--- src/rtl/vga_frame_reader.sv ---
// Purpose: 640x480@60 VGA timing generator that streams one RGB888 word per image pixel from RAM port B.
// Latency: colour, syncs, blank and frame_start all leave READ_LATENCY cycles after the counters held a pixel.
// Backpressure: none; free-running at the pixel clock, and RAM port B must answer every cycle.
module vga_frame_reader #(
    parameter logic [17:0] BASE_ADDR    = 18'd0,
    parameter int          IMG_W        = 256,
    parameter int          IMG_H        = 256,
    parameter int          READ_LATENCY = 2,
    // Raster geometry; defaults are standard 640x480@60, overridable for short-raster builds
    parameter int          H_VISIBLE    = 640,
    parameter int          H_SYNC_START = 656,
    parameter int          H_SYNC_END   = 751,
    parameter int          H_TOTAL      = 800,
    parameter int          V_VISIBLE    = 480,
    parameter int          V_SYNC_START = 490,
    parameter int          V_SYNC_END   = 491,
    parameter int          V_TOTAL      = 525
) (
    input  logic        CLK,
    input  logic        RST,
    input  logic        en,
    input  logic [23:0] mem_data_b,
    output logic [17:0] address_b,
    output logic        vga_hs,
    output logic        vga_vs,
    output logic        vga_blank_n,
    output logic [7:0]  vga_r,
    output logic [7:0]  vga_g,
    output logic [7:0]  vga_b,
    output logic        frame_start
);

    localparam logic [9:0] H_VIS_L  = 10'(H_VISIBLE);
    localparam logic [9:0] H_SS_L   = 10'(H_SYNC_START);
    localparam logic [9:0] H_SE_L   = 10'(H_SYNC_END);
    localparam logic [9:0] H_LAST_L = 10'(H_TOTAL - 1);
    localparam logic [9:0] V_VIS_L  = 10'(V_VISIBLE);
    localparam logic [9:0] V_SS_L   = 10'(V_SYNC_START);
    localparam logic [9:0] V_SE_L   = 10'(V_SYNC_END);
    localparam logic [9:0] V_LAST_L = 10'(V_TOTAL - 1);
    localparam logic [9:0] IMG_W_L  = 10'(IMG_W);
    localparam logic [9:0] IMG_H_L  = 10'(IMG_H);

    // One pipeline slot: everything that must stay aligned with the RAM read
    typedef struct packed {
        logic hs;
        logic vs;
        logic vis;
        logic img;
        logic fs;
    } stage_t;

    localparam stage_t STAGE_IDLE = '{hs: 1'b1, vs: 1'b1, vis: 1'b0, img: 1'b0, fs: 1'b0};

    logic [9:0]  h_q, h_d;
    logic [9:0]  v_q, v_d;
    logic [17:0] ptr_q, ptr_d;
    logic        active_q, active_d;
    logic        h_last;
    logic        frame_wrap;
    stage_t      raw;
    stage_t      pipe_q [READ_LATENCY];
    stage_t      out_s;

    // Raw timing from the counters plus next-state for counters, enable latch and pointer
    always_comb begin
        h_last     = (h_q == H_LAST_L);
        frame_wrap = h_last && (v_q == V_LAST_L);

        raw.hs  = !((h_q >= H_SS_L) && (h_q <= H_SE_L));
        raw.vs  = !((v_q >= V_SS_L) && (v_q <= V_SE_L));
        raw.vis = (h_q < H_VIS_L) && (v_q < V_VIS_L);
        raw.img = (h_q < IMG_W_L) && (v_q < IMG_H_L) && active_q;
        raw.fs  = (h_q == 10'd0) && (v_q == 10'd0) && active_q;

        h_d      = h_last ? 10'd0 : h_q + 10'd1;
        v_d      = v_q;
        active_d = active_q;
        ptr_d    = ptr_q;
        if (h_last) begin
            v_d = (v_q == V_LAST_L) ? 10'd0 : v_q + 10'd1;
        end
        if (frame_wrap) begin
            // en is only honoured at frame boundaries so a frame is never torn
            active_d = en;
            ptr_d    = BASE_ADDR;
        end else if (raw.img) begin
            // Row-major, no stride: the pointer simply pauses outside the image
            ptr_d = ptr_q + 18'd1;
        end
    end

    // Counter, enable latch, pointer and alignment shift register
    always_ff @(posedge CLK or posedge RST) begin
        if (RST) begin
            h_q      <= 10'd0;
            v_q      <= 10'd0;
            ptr_q    <= BASE_ADDR;
            active_q <= 1'b0;
            for (int i = 0; i < READ_LATENCY; i++) begin
                pipe_q[i] <= STAGE_IDLE;
            end
        end else begin
            h_q      <= h_d;
            v_q      <= v_d;
            ptr_q    <= ptr_d;
            active_q <= active_d;
            pipe_q[0] <= raw;
            for (int i = 1; i < READ_LATENCY; i++) begin
                pipe_q[i] <= pipe_q[i-1];
            end
        end
    end

    // Last shift stage doubles as the output register; colour muxed with the matching RAM word
    always_comb begin
        out_s                 = pipe_q[READ_LATENCY-1];
        address_b             = ptr_q;
        vga_hs                = out_s.hs;
        vga_vs                = out_s.vs;
        vga_blank_n           = out_s.vis;
        frame_start           = out_s.fs;
        {vga_r, vga_g, vga_b} = out_s.img ? mem_data_b : 24'h0;
    end

endmodule

--- config.mk ---
export PLATFORM = sky130hd
export DESIGN_NAME = vga_frame_reader
export DESIGN_NICKNAME = d
export VERILOG_FILES = /design/src/rtl/vga_frame_reader.sv
export SDC_FILE = /design/constraint.sdc
export NUM_CORES = 1
export LEC_CHECK = 0
export CORE_UTILIZATION = 51
export DETAILED_ROUTE_END_ITERATION = 8
export PLACE_DENSITY = 0.88
export SYNTH_ARGS = -nofsm -noshare
export SYNTH_HDL_FRONTEND = slang
export SYNTH_SLANG_ARGS = --single-unit
--- constraint.sdc ---
create_clock -name CLK -period 3.25 [get_ports CLK]
set_input_delay 0.4875 -clock CLK [delete_from_list [all_inputs] [get_ports CLK]]
set_output_delay 0.4875 -clock CLK [all_outputs]
set_load 0.1 [all_outputs]
==> results.cfg <==
[logic_synthesis]
ys_types = 42
synth_seq_cells = 49
ys_async_sr_fraction_pct = 100
synth_nets = 287
yosys_warnings = 0
synth_area_leaders = dfrtp_1, and2_1, xor2_1
synthCells = 254
yosysSeqAreaShare_pct = 48.4
synth_top_area_share_pct = 44.3
synth_edf_count = 0
synth_top_cells_by_count = dfrtp_1, and2_1, nor2_1
yosys_most_used_dff = dfrtp_1
synthMostInstantiatedCell = dfrtp_1
yosysTopAreaCell = dfrtp_1
avgSynthCellArea_sq_um = 10.0
syn-cell-area_sq_um = 2540

[sta]
setup_viol = 0
fmaxAchievable_mhz = 405
min_period_ps = 2470
final.setup.tns_ps = 0
max_slew_margin_pct = 34.8
clock_skew_ps = 7.79
hold_viol = 0
worst_slew_pin_slew_ps = 975
rsz0062_at_grt = false
finalCritPeriodShare_pct = 76.1
slew_viol_final = 0

[clocking]
cts_resized = 0
postCtsSetupRepairBufs = 0
clk_pin_slew_ps = 80
cts_hold_buf = 0
ctsRootBufferMaster = clkbuf_8
cts_tree = built
clockBufferDepth = 2
htree_levels = 2
clk_latency_ps = 300
cts.sink_count = 49
numCtsBuffers = 5

[power_and_ir_drop]
leakagePower_nw = 1.54
pwr_density_cell_nw_per_um2 = 328
vdd_drop_max_mv = 0.289
p_sw_share_pct = 18.6
internal-power_mw = 0.887
pwr-share-seq_pct = 55.9
p_sw_mw = 0.203
pwr-share-comb_pct = 3.8
clock_power_share_pct = 40.3

[route]
wl_um = 5120
vias = 2113
avgViaCountPerCell = 5.40
drtPass1Iterations = 4
wl_per_cell_um = 13.1
drt_iter0_drc = 155
postRouteAntennaNets = 0
drc = 0

[floorplanning]
core-area_sq_um = 4750
die_h_um = 72.6
num_rows = 25
io-pin-count = 73
start_util_pct = 53.4
die_area_sq_um = 5270
fp.dieW_um = 72.6

[run_status]
status = completed

[worst_setup_path]
cp.required_ps = 3430
crit_type = flop to flop
startpoint_type = flop
cp-end-kind = flop
arrival_ps = 2660
reg2reg_depth = 6
cp_max_fo = 19

[placed_design]
io_buffers = 72
dp_cells = 383
dp.final_hpwl_um = 3770
gp_congestion = 0.830

[finish]
fin_cells = 391
final_nets = 356
syn_to_final_growth_pct = 30.8
drive_gt1_share_pct = 18.8
diodes = 0

[grt]
antenna_found_initial = 0
grt_pass1_wl_um = 8300
grt_pass1_vias = 1860
track_usage_pct = 20.4
grt_max_degree = 50
overflow = 0

[min_path]
hold_path.class = flop to flop
whs_path_depth = 0

[run]
cap_violations = 0
==> worst max-delay path: stages, from the launching register on <==
cell and delay [ps]:
dfrtp_1 420, inv_1 140, ha_1 150, or4b_1 450, or3_1 530, nor2_8 310
mux2_1 360
==> cell usage in the layout, fill, tap and decap left out, drive strengths merged <==
cell type	n
xnor2	6
or3	5
dfrtp	45
o22a	1
clkdlybuf4s50	35
mux2i	4
and4	2
nor2b	1
nand4b	2
nor3	3
nand4	10
nor4	6
dfstp	4
xor2	13
ha	6
or3b	1
and3	3
nand3	18
nand2b	1
mux2	1
o21ai	7
and4bb	2
nand2	12
a21oi	10
or4b	1
nor2	22
buf	38
inv	11
o31ai	7
or4	10
bufinv	1
and2	25
clkbuf	7
and4b	1
o31a	1
or2	1
o2bb2ai	1
==> flip-flops by register name, indices dropped and copies added (netlist names) <==
| name | count |
|---|---|
| frame_start | 1 |
| vga_hs | 1 |
| vga_blank_n | 1 |
| v_q | 10 |
| address_b | 18 |
| active_q | 1 |
| h_q | 10 |
| vga_vs | 1 |
| out_s | 1 |
| pipe_q | 5 |
==> power by group through the flow <==
stage                     clock (mW)  sequential (mW)  combinational [mW]
after global placement             0            0.621              0.0418
after CTS                      0.453            0.609              0.0426
after floorplan                    0            0.621             0.00890
final                          0.439            0.609              0.0412
after global routing           0.480            0.609              0.0456
after detailed placement           0            0.621              0.0425
==> metrics by stage <==
step / power (mW) / hold WS [ps] / instance area [sq um] / utilization, % / setup slack (ps)
3_3_place_gp: 0.663 / 333 / 3210 / 67.4 / 874
3_5_place_dp: 0.664 / 336 / 3210 / 67.4 / 812
4_1_cts: 1.10 / 355 / 3320 / 69.9 / 802
2_1_floorplan: 0.630 / 331 / 2540 / - / 911
5_1_grt: 1.13 / 366 / 3320 / 69.9 / 658
6_report: 1.09 / 353 / 3320 / 69.9 / 778
==> routing by layer <==
| metal | vias up | routed length [um] | GRT usage (%) |
|---|---|---|---|
| li1 | 1036 | - | - |
| met1 | 1001 | 2120 | 23.5 |
| met2 | 71 | 2530 | 36.1 |
| met3 | 5 | 427 | 6.91 |
| met4 | 0 | 46 | 5.88 |
| met5 | - | 0 | 0 |
==> cell families after synthesis <==
kind of cell	count (synthesis)	synth area share (%)
flops	49	48.4
mux	5	2.02
simple gates	126	29.8
buf+inv	22	3.74
xor+xnor	19	6.55
fa+ha+maj	6	2.95
compound gates	27	6.50
==> worst paths after layout <==
path,start,endpoint,slack [ps]
worst max-delay path,v_q[0],active_q,780
worst min register to register,pipe_q[7],vga_blank_n,350
min in group asynchronous,RST,v_q[5],720
worst max register to register,v_q[0],active_q,780
max in group asynchronous,RST,address_b[0],1910
worst min-delay path,pipe_q[7],vga_blank_n,350
==> layout make-up <==
class	instances	area, sq um
Fill cell	374	1430
Sequential cell	49	1230
Multi-Input combinational cell	183	1210
Timing Repair Buffer	73	636
Clock buffer	7	86.3
Tap cell	67	83.8
Inverter	11	41.3
Clock inverter	1	30.0
Power figures use the tool's default switching activity.
